`src/rtl/vga_frame_monitor.sv`:
```
// vga_frame_monitor: sink-side VGA decoder and timing checker.
// Recovers pixel coordinates from the HS/VS sync edges, checks line and frame
// lengths, counts pure-red and pure-green visible pixels per frame and runs a
// lock state machine that declares the stream stable after LOCK_FRAMES good
// frames.
//
// Ports:
//   clk25        pixel clock
//   reset        synchronous, active-high
//   HS, VS       horizontal / vertical sync (polarity set by SYNC_ACTIVE_LOW)
//   r, g, b      4-bit colour components
//   px_x, px_y   recovered coordinate of the current visible pixel (0 otherwise)
//   pxValid      px_x/px_y describe a visible pixel
//   insideHits   red pixels in the last completed frame
//   outsideHits  green pixels in the last completed frame
//   frameDone    one-cycle pulse when a frame closes
//   frameValid   last closed frame had correct timing
//   locked       timing locked
//   hErr         one-cycle pulse on a bad line length
//   vErr         one-cycle pulse on a bad frame length
module vga_frame_monitor #(
    parameter int H_VIS           = 32'd640,
    parameter int H_SYNC          = 32'd96,
    parameter int H_BP            = 32'd48,
    parameter int H_TOTAL         = 32'd800,
    parameter int V_VIS           = 32'd480,
    parameter int V_SYNC          = 32'd2,
    parameter int V_BP            = 32'd33,
    parameter int V_TOTAL         = 32'd525,
    parameter int SYNC_ACTIVE_LOW = 32'd1,
    parameter int LOCK_FRAMES     = 32'd2,
    parameter int COUNT_W         = 32'd19
) (
    input  logic               clk25,
    input  logic               reset,
    input  logic               HS,
    input  logic               VS,
    input  logic [3:0]         r,
    input  logic [3:0]         g,
    input  logic [3:0]         b,
    output logic [9:0]         px_x,
    output logic [9:0]         px_y,
    output logic               pxValid,
    output logic [COUNT_W-1:0] insideHits,
    output logic [COUNT_W-1:0] outsideHits,
    output logic               frameDone,
    output logic               frameValid,
    output logic               locked,
    output logic               hErr,
    output logic               vErr
);

    localparam logic SYNC_ACT = (SYNC_ACTIVE_LOW != 0) ? 1'b0 : 1'b1;
    localparam int   X_FIRST  = H_SYNC + H_BP;
    localparam int   X_LAST   = X_FIRST + H_VIS - 1;
    localparam int   Y_FIRST  = V_SYNC + V_BP;
    localparam int   Y_LAST   = Y_FIRST + V_VIS - 1;

    typedef enum logic [1:0] {
        ST_UNLOCKED = 2'd0,
        ST_ACQUIRE  = 2'd1,
        ST_LOCKED   = 2'd2
    } lock_state_t;

    // Position counters stick at their maximum when sync stops toggling.
    function automatic logic [9:0] sat_inc10(input logic [9:0] v);
        if (v == 10'h3FF) begin
            return v;
        end else begin
            return v + 10'd1;
        end
    endfunction

    function automatic logic [COUNT_W-1:0] sat_inc_cnt(input logic [COUNT_W-1:0] v);
        if (v == {COUNT_W{1'b1}}) begin
            return v;
        end else begin
            return v + {{(COUNT_W-1){1'b0}}, 1'b1};
        end
    endfunction

    // Syncs are stored normalised to "1 = asserted" so that a cleared history
    // means "inactive" and the first assertion after reset is seen as an edge.
    logic               hs_s1_r, vs_s1_r;
    logic               hs_prev_r, vs_prev_r;
    logic [3:0]         r_s1_r, g_s1_r, b_s1_r;
    logic [9:0]         h_cnt_r, v_cnt_r;
    logic               h_seen_r, v_seen_r;
    logic               frame_err_r;
    logic [COUNT_W-1:0] run_in_r, run_out_r;
    lock_state_t        state_r;
    logic [7:0]         acq_cnt_r;

    logic        hs_edge_s, vs_edge_s;
    logic [10:0] h_inc_s, v_inc_s;
    logic [9:0]  h_cur_s, v_cur_s;
    logic        h_bad_s, v_bad_s, err_s;
    logic        close_s, frame_bad_s;
    logic        vis_s, red_s, green_s;

    assign hs_edge_s = hs_s1_r & ~hs_prev_r;
    assign vs_edge_s = vs_s1_r & ~vs_prev_r;

    // Counts of the pixel currently in the input stage; a VS edge restarts
    // both counters and wins over a coincident HS edge.
    assign h_inc_s = {1'b0, h_cnt_r} + 11'd1;
    assign v_inc_s = {1'b0, v_cnt_r} + 11'd1;
    assign h_cur_s = (hs_edge_s | vs_edge_s) ? 10'd0 : sat_inc10(h_cnt_r);
    assign v_cur_s = vs_edge_s ? 10'd0 : (hs_edge_s ? sat_inc10(v_cnt_r) : v_cnt_r);

    // Line and frame lengths are judged on the count reached just before the
    // closing edge; the very first edge after reset has nothing to measure.
    assign h_bad_s = hs_edge_s & h_seen_r & (h_inc_s != 11'(H_TOTAL));
    assign v_bad_s = vs_edge_s & v_seen_r & (v_inc_s != 11'(V_TOTAL));
    assign err_s   = h_bad_s | v_bad_s;

    assign close_s     = vs_edge_s & v_seen_r;
    assign frame_bad_s = frame_err_r | err_s;

    assign vis_s   = (h_cur_s >= 10'(X_FIRST)) && (h_cur_s <= 10'(X_LAST)) &&
                     (v_cur_s >= 10'(Y_FIRST)) && (v_cur_s <= 10'(Y_LAST));
    assign red_s   = (r_s1_r == 4'hF) && (g_s1_r == 4'h0) && (b_s1_r == 4'h0);
    assign green_s = (r_s1_r == 4'h0) && (g_s1_r == 4'hF) && (b_s1_r == 4'h0);

    // Input capture, position recovery, timing checks, hit counting and frame close.
    always_ff @(posedge clk25) begin
        if (reset) begin
            hs_s1_r     <= 1'b0;
            vs_s1_r     <= 1'b0;
            hs_prev_r   <= 1'b0;
            vs_prev_r   <= 1'b0;
            r_s1_r      <= 4'h0;
            g_s1_r      <= 4'h0;
            b_s1_r      <= 4'h0;
            h_cnt_r     <= 10'd0;
            v_cnt_r     <= 10'd0;
            h_seen_r    <= 1'b0;
            v_seen_r    <= 1'b0;
            frame_err_r <= 1'b0;
            run_in_r    <= {COUNT_W{1'b0}};
            run_out_r   <= {COUNT_W{1'b0}};
            px_x        <= 10'd0;
            px_y        <= 10'd0;
            pxValid     <= 1'b0;
            insideHits  <= {COUNT_W{1'b0}};
            outsideHits <= {COUNT_W{1'b0}};
            frameDone   <= 1'b0;
            frameValid  <= 1'b0;
            hErr        <= 1'b0;
            vErr        <= 1'b0;
        end else begin
            hs_s1_r   <= (HS == SYNC_ACT);
            vs_s1_r   <= (VS == SYNC_ACT);
            hs_prev_r <= hs_s1_r;
            vs_prev_r <= vs_s1_r;
            r_s1_r    <= r;
            g_s1_r    <= g;
            b_s1_r    <= b;
            h_cnt_r   <= h_cur_s;
            v_cnt_r   <= v_cur_s;

            if (hs_edge_s) begin
                h_seen_r <= 1'b1;
            end else begin
                h_seen_r <= h_seen_r;
            end
            if (vs_edge_s) begin
                v_seen_r <= 1'b1;
            end else begin
                v_seen_r <= v_seen_r;
            end

            pxValid <= vis_s;
            px_x    <= vis_s ? (h_cur_s - 10'(X_FIRST)) : 10'd0;
            px_y    <= vis_s ? (v_cur_s - 10'(Y_FIRST)) : 10'd0;

            hErr      <= h_bad_s;
            vErr      <= v_bad_s;
            frameDone <= close_s;

            // An error seen on the closing edge still belongs to the closing frame.
            if (vs_edge_s) begin
                frame_err_r <= 1'b0;
            end else if (err_s) begin
                frame_err_r <= 1'b1;
            end else begin
                frame_err_r <= frame_err_r;
            end

            if (close_s) begin
                insideHits  <= run_in_r;
                outsideHits <= run_out_r;
                frameValid  <= ~frame_bad_s;
            end else begin
                insideHits  <= insideHits;
                outsideHits <= outsideHits;
                frameValid  <= frameValid;
            end

            // Every VS edge starts a fresh frame, so partial-frame hits never leak.
            if (vs_edge_s) begin
                run_in_r  <= {COUNT_W{1'b0}};
                run_out_r <= {COUNT_W{1'b0}};
            end else if (vis_s && red_s) begin
                run_in_r  <= sat_inc_cnt(run_in_r);
                run_out_r <= run_out_r;
            end else if (vis_s && green_s) begin
                run_in_r  <= run_in_r;
                run_out_r <= sat_inc_cnt(run_out_r);
            end else begin
                run_in_r  <= run_in_r;
                run_out_r <= run_out_r;
            end
        end
    end

    // Lock state machine; locked follows the state on the same edge as the error pulses.
    always_ff @(posedge clk25) begin
        if (reset) begin
            state_r   <= ST_UNLOCKED;
            acq_cnt_r <= 8'd0;
            locked    <= 1'b0;
        end else begin
            case (state_r)
                ST_UNLOCKED: begin
                    acq_cnt_r <= 8'd0;
                    locked    <= 1'b0;
                    if (vs_edge_s) begin
                        state_r <= ST_ACQUIRE;
                    end else begin
                        state_r <= ST_UNLOCKED;
                    end
                end
                ST_ACQUIRE: begin
                    if (err_s) begin
                        state_r   <= ST_ACQUIRE;
                        acq_cnt_r <= 8'd0;
                        locked    <= 1'b0;
                    end else if (close_s && !frame_err_r) begin
                        if ((acq_cnt_r + 8'd1) >= 8'(LOCK_FRAMES)) begin
                            state_r   <= ST_LOCKED;
                            acq_cnt_r <= 8'd0;
                            locked    <= 1'b1;
                        end else begin
                            state_r   <= ST_ACQUIRE;
                            acq_cnt_r <= acq_cnt_r + 8'd1;
                            locked    <= 1'b0;
                        end
                    end else begin
                        state_r   <= ST_ACQUIRE;
                        acq_cnt_r <= acq_cnt_r;
                        locked    <= 1'b0;
                    end
                end
                ST_LOCKED: begin
                    acq_cnt_r <= 8'd0;
                    if (err_s) begin
                        state_r <= ST_ACQUIRE;
                        locked  <= 1'b0;
                    end else begin
                        state_r <= ST_LOCKED;
                        locked  <= 1'b1;
                    end
                end
                default: begin
                    state_r   <= ST_UNLOCKED;
                    acq_cnt_r <= 8'd0;
                    locked    <= 1'b0;
                end
            endcase
        end
    end

endmodule

```
`config.mk`:
```
export PLATFORM = sky130hd
export DESIGN_NAME = vga_frame_monitor
export DESIGN_NICKNAME = d
export VERILOG_FILES = /design/src/rtl/vga_frame_monitor.sv
export SDC_FILE = /design/constraint.sdc
export NUM_CORES = 1
export LEC_CHECK = 0
export ABC_CLOCK_PERIOD_IN_PS = 4400
export BUFFER_PORTS_ARGS = -buffer_cell sky130_fd_sc_hd__buf_4
export CAP_MARGIN = 15
export CORE_MARGIN = 5
export CORE_UTILIZATION = 50
export DETAILED_ROUTE_END_ITERATION = 8
export PLACE_DENSITY = 0.7
export SETUP_SLACK_MARGIN = 0.2
export SLEW_MARGIN = 25
export SYNTH_ARGS = -nofsm -noshare
export SYNTH_HDL_FRONTEND = slang
export SYNTH_SLANG_ARGS = --single-unit
```
`constraint.sdc`:
```
create_clock -name clk25 -period 4.4 [get_ports clk25]
set_clock_uncertainty 0.2 [all_clocks]
set_input_delay 0.66 -clock clk25 [delete_from_list [all_inputs] [get_ports clk25]]
set_output_delay 0.66 -clock clk25 [all_outputs]
set_load 0.02 [all_outputs]
```
==> results by group, run 1 <==
Clock network
  • Htree depth: 4
  • CTS root buffer: clkbuf_16
  • Clock Path Buffers: 2
  • Cts hold-fix bufs: 0
  • Clk_lat worst skew: about 0.42 ns
  • Num CTS Buffers: 17
  • Clock sink total: 151
  • Clock transition at path regs: 0.06 ns
  • CTS tree: done

Floorplanning
  • Initial Util: 0.505
  • Die W: 128 µm
  • Top Ports: 80
  • FP Rows: 43
  • Die Area: between 15000 and 20000 µm²
  • Std-Cell Core Area: approximately 14000 µm²
  • Die H: 128 µm

Timing
  • Final Hold Viols: 0
  • Peak Freq: 0.252 GHz
  • Total negative setup slack: 0 ns
  • Final setup violating endpoints: 0
  • Number of slew-limit violations in the final report: 0
  • Period minus WS final: 3.97 ns
  • Slew margin rel.: 0.393
  • Final worst path period share: 0.901
  • RSZ-0062 raised after global routing: false
  • Worst slew pin tran: 0.911 ns

Yosys
  • Post-synthesis sequential area ratio: 0.435
  • Post-Syn Nets: around 840
  • Syn Inst Count: roughly 810
  • Cell variety after synth: 84
  • Yosys warns: 0
  • Leading post-synthesis cells by cell area: dfxtp_1, nand2_1, a21oi_1
  • Ys async rst share: 0
  • Ys flop type: dfxtp_1
  • Commonest cells in the netlist: dfxtp_1, nand2_1, a21oi_1
  • Top-count cell post-synth: dfxtp_1
  • Yosys top cell area share: 0.435
  • Post-Syn Area per Cell: 8.64 µm²
  • Synthesized flop and latch total: 151
  • Post-synth EDFFs: 0
  • Mapped cell area: between 6000 and 7000 µm²
  • Synth area leader: dfxtp_1

Global routing
  • Vias in the first global route: 5909
  • Overall routing resource usage: 0.205
  • First-pass GRT wire length: about 28000 µm
  • Largest net degree at the start of global routing: 90
  • Remaining Overflow, GRT: 0
  • Initial antenna violation count: 0

Setup path
  • Sum of buffers and inverters on the critical path: 3
  • Worst-path cell chain: ha_1, nand4_1, a31oi_1, or3_1, inv_1, ha_1, nand3b_1, a2111oi_4, o21ai_1, a211oi_4, buf_4, buf_4, nand4_4, or4_1, a21oi_1
  • CP max stage delay: roughly 0.44 ns
  • Startpoint Class: flop
  • WP data required: 4.55 ns
  • Worst Reg-to-Reg Cells: 15
  • Crit Path Class: reg -> reg
  • Crit-path max FO: 7
  • Cell depth of the worst setup path: 15
  • CP Capture Type: flop
  • Largest delay share family, worst path: simple AND/OR/NAND/NOR gates
  • CP max stage cell: or4_1
  • WP data arrival: 4.11 ns

Detailed routing
  • DR vias: around 6000
  • DRT Pass-1 Iters: 5
  • Detail Route Antenna Nets: 0
  • Wirelength, routed: 16700 µm
  • Initial DRC Count: 396
  • # DRC: 0
  • Vias per cell: 5.72
  • DR WL/cell: ~16 µm

Layout
  • Fin area: 8230 µm²
  • Fin nets: about 890
  • # diodes: 0
  • Area Growth Syn to Fin: 18.3%
  • Layout cell share with drive strength beyond 1: 0.179

Run
  • MaxCap Viol Count: 0

Placement
  • Routability cong.: 0.866
  • Buffers added on ports: 79
  • Cell Area, Placed: 7550 µm²
  • Post-DP HPWL: 11500 µm

Power
  • Total power divided by cell area: around 360 nW/µm²
  • Pleak: 3.14 nW
  • Peak supply drop: 0.463 mV

Hold path
  • Hold crit path type: in -> reg
  • Hold path depth: 2

Outcome
  • Status: finished clean
## registers in the layout, summed over array words and instances, names as in the netlist, 10 cells and up
signal / flops
run_out_r: 19
px_y: 10
v_cnt_r: 10
outsideHits: 19
px_x: 10
h_cnt_r: 10
insideHits: 19
run_in_r: 19
## cells by family (layout without fill, tap and decap cells)
| group | Yosys count | in the layout | synth area share |
|---|---|---|---|
| AND/OR/NAND/NOR | 376 | 377 | 0.291 |
| AO/OA/AOI/OAI | 165 | 165 | 0.154 |
| flip-flops | 151 | 151 | 0.435 |
| buffers and inverters | 64 | 134 | 0.0468 |
| XOR/XNOR | 25 | 25 | 0.0315 |
| adder cells (fa/ha/maj) | 15 | 15 | 0.0270 |
| multiplexers | 9 | 9 | 0.0149 |
## cell usage in the layout, fill, tap and decap left out, types with 3 or more instances in the layout
cell type	instances
a211oi_1	5
a21oi_1	78
a311oi_1	3
a31oi_1	8
and2_1	14
and3_1	15
and4_1	10
buf_4	88
bufinv_16	3
clkbuf_1	3
clkbuf_16	17
clkbuf_8	5
dfxtp_1	151
ha_1	14
inv_1	14
mux2i_1	7
nand2_1	111
nand2b_1	3
nand3_1	25
nand3_4	3
nand3b_1	3
nand4_1	14
nand4_4	3
nor2_1	66
nor2b_1	16
nor3_1	22
nor3b_1	3
nor4_1	4
nor4b_1	3
o211ai_1	3
o21ai_0	29
o31ai_1	5
o41ai_1	3
or2_2	4
or3_1	30
or4_1	5
xnor2_1	7
xor2_1	18
## power by group
| part | switching (W) | total, W | internal (W) |
|---|---|---|---|
| clock | 0.000538 | 0.00150 | 0.000966 |
| sequential | 0.00000953 | 0.00139 | 0.00138 |
| combinational | 0.0000641 | 0.0000975 | 0.0000333 |
## routing by layer
layer / part of all wire / track usage / up-vias
li1: - / - / 2971
met1: 0.45 / 0.256 / 2889
met2: 0.49 / 0.351 / 164
met3: 0.048 / 0.0508 / 21
met4: 0.011 / 0.0612 / 0
met5: 0 / 0 / -
## repair_timing
action	4_1_cts	5_1_grt
setup endpoints to repair	0	52
gates resized for setup	0	7
endpoints found under the hold margin	0	0
buffers inserted	0	3
## cell type report
| cell class | instances | area [µm²] |
|---|---|---|
| inverters | 14 | 52.6 |
| well taps | 180 | 225 |
| multi-input cells | 591 | 3650 |
| fillers | 1203 | 5540 |
| flip-flops and latches | 151 | 3020 |
| clock buffers | 25 | 505 |
| clock inverters | 7 | 115 |
| repair buffers | 88 | 661 |
## worst register-to-register path: cells and delay by family (launching register included)
kind	cells	cell delay (ns)
and+or+nand+nor	5	1.37
adders and majority gates	2	0.43
AOI/OAI and AO/OA	5	1.09
DFF	1	0.36
buffers and inverters	3	0.44
## stage by stage
| step | hold WS, ns | util | cells | setup slack [ns] | power (W) |
|---|---|---|---|---|---|
| after CTS | 0.171 | 0.593 | 1052 | 0.251 | 0.00302 |
| final | 0.190 | 0.598 | 1056 | 0.434 | 0.00299 |
| after floorplan | 0.239 | - | 805 | 0.916 | 0.00148 |
| after global placement | 0.244 | 0.548 | 1020 | 0.439 | 0.00151 |
| after global routing | 0.179 | 0.598 | 1056 | 0.236 | 0.00309 |
| after detailed placement | 0.249 | 0.548 | 1020 | 0.272 | 0.00152 |
## path summary, 6_finish.rpt
kind	start	to	slack [ns]
worst max-delay path	h_cnt_r[0]$_SDFF_PP0_	run_out_r[6]$_SDFFE_PP0P_	0.43
worst min-delay path	VS	vs_s1_r$_SDFF_PP0_	0.19
worst max register to register	h_cnt_r[0]$_SDFF_PP0_	run_out_r[6]$_SDFFE_PP0P_	0.43
worst min register to register	insideHits[7]$_SDFFE_PP0P_	insideHits[7]$_SDFFE_PP0P_	0.25
(Power assumes the default switching activity.)
==> inputs of run 2 (changes only) <==
--- a/config.mk
+++ b/config.mk
@@ -11,7 +11,7 @@
 export CORE_MARGIN = 5
 export CORE_UTILIZATION = 50
 export DETAILED_ROUTE_END_ITERATION = 8
-export PLACE_DENSITY = 0.7
+export PLACE_DENSITY = 0.81
 export SETUP_SLACK_MARGIN = 0.2
 export SLEW_MARGIN = 25
 export SYNTH_ARGS = -nofsm -noshare
==> run 2 against run 1 <==
  * Cell count is 0.38% higher
  * Largest power group unchanged
  * Critical endpoint is now px_x[8]$_SDFF_PP0_
  * Worst setup slack better by 0.066 ns
  * Global-route usage is 0.74 points lower
==> results by group, run 2 (same netlist as run 1, synthesis figures left out) <==
Outcome
  • Status: finished clean

Layout
  • Fin nets: between 800 and 900
  • Layout cell share with drive strength beyond 1: 0.182
  • Most frequent cells in the layout: dfxtp_1, nand2_1, buf_4
  • Area Growth Syn to Fin: 18.1%
  • Most common cell after layout, fill and taps aside: dfxtp_1
  • # diodes: 0
  • Fillers: 1243

Clock network
  • Htree depth: 4
  • Clock Path Buffers: 2
  • Clock sink total: 151
  • Num CTS Buffers: 17
  • Clock transition at path regs: ~0.06 ns
  • CTS root buffer: clkbuf_16
  • Cts hold-fix bufs: 0
  • CTS tree: done
  • Clk_lat worst skew: roughly 0.43 ns

Setup path
  • Crit-path max FO: 13
  • Worst-path cell chain: ha_1, nand4_1, a31oi_1, or3_1, inv_1, ha_1, nand3b_1, a2111oi_4, o21ai_1, a211oi_4, buf_4, nand3_2, or2_4, buf_4, nor2_1
  • CP max stage cell: or3_1
  • Sum of buffers and inverters on the critical path: 3
  • Crit Path Class: reg -> reg
  • Startpoint Class: flop
  • CP max stage delay: 0.42 ns
  • CP Capture Type: flop
  • Largest delay share family, worst path: simple AND/OR/NAND/NOR gates
  • WP data required: 4.56 ns
  • WP data arrival: 4.06 ns

Detailed routing
  • Vias per cell: 5.63
  • DR vias: 5970
  • DR WL/cell: roughly 15 µm
  • Initial DRC Count: ~320
  • Wirelength, routed: 16100 µm
  • # DRC: 0
  • Detail Route Antenna Nets: 0
  • DRT Pass-1 Iters: 5

Global routing
  • Overall routing resource usage: 0.198
  • Largest net degree at the start of global routing: 47
  • Vias in the first global route: between 5000 and 6000
  • Initial antenna violation count: 0
  • Remaining Overflow, GRT: 0
  • First-pass GRT wire length: 26400 µm

Floorplanning
  • Die H: 128 µm
  • Top Ports: 80
  • Die W: 128 µm
  • Std-Cell Core Area: 13800 µm²
  • FP Rows: 43
  • Die Area: between 15000 and 20000 µm²
  • Initial Util: 0.505

Run
  • MaxCap Viol Count: 0

Power
  • Pleak: 3.14 nW
  • Total power divided by cell area: 359 nW/µm²
  • Peak supply drop: between 0.2 and 0.3 mV

Timing
  • Number of slew-limit violations in the final report: 0
  • Period minus WS final: 3.90 ns
  • Final Hold Viols: 0
  • Final worst path period share: 0.886
  • Peak Freq: 0.256 GHz
  • Total negative setup slack: 0 ns
  • Worst slew pin tran: 0.760 ns
  • Hold slack: 0.199 ns
  • Final setup violating endpoints: 0
  • Slew margin rel.: 0.489
  • RSZ-0062 raised after global routing: false

Placement
  • Buffers added on ports: 79
  • Post-DP HPWL: between 10000 and 15000 µm
  • Routability cong.: between 0.8 and 0.9

Hold path
  • Hold crit path type: in -> reg
run 2: where the power goes:
| part | internal, W | leakage [nW] | switching, W |
|---|---|---|---|
| logic | 0.0000340 | 1.65 | 0.0000629 |
| clock network | 0.000890 | 0.276 | 0.000574 |
| registers | 0.00138 | 1.22 | 0.00000952 |
| total | 0.00230 | 3.14 | 0.000647 |
run 2: per-layer routing:
layer	track usage	wire length (µm)
met5	0	0
met4	0.0680	207
met3	0.0458	827
met2	0.319	7710
met1	0.261	7340
run 2: final timing paths:
kind                            slack, ns                           to  cells after the start                        start
worst max-delay path                 0.50           px_x[8]$_SDFF_PP0_                     15        h_cnt_r[0]$_SDFF_PP0_
worst min-delay path                 0.20           hs_s1_r$_SDFF_PP0_                      2                           HS
worst max register to register       0.50           px_x[8]$_SDFF_PP0_                     15        h_cnt_r[0]$_SDFF_PP0_
worst min register to register       0.25  outsideHits[6]$_SDFFE_PP0P_                      2  outsideHits[6]$_SDFFE_PP0P_
run 2: final cells by class:
type	count	area [µm²]	area share
Clock buffer	20	437	0.0532
Clock inverter	12	153	0.0186
Inverter	14	52.6	0.00640
Multi-Input combinational cell	591	3630	0.442
Sequential cell	151	3020	0.368
Tap cell	180	225	0.0274
Timing Repair Buffer	92	694	0.0845
run 2: through the flow:
step,instances,setup WS (ns),utilization,area (µm²),total power (W)
floorplan,805,0.916,-,6960,0.00148
global placement,1024,0.405,0.550,7580,0.00151
detailed placement,1025,0.287,0.551,7590,0.00152
CTS,1057,0.247,0.594,8180,0.00297
global route,1060,0.231,0.596,8210,0.00304
finish,1060,0.500,0.596,8210,0.00295
run 2: repair_timing:
item / CTS / global route
setup buffers: 0 / 2
endpoints found under the setup margin: 0 / 50
resized for setup: 0 / 4
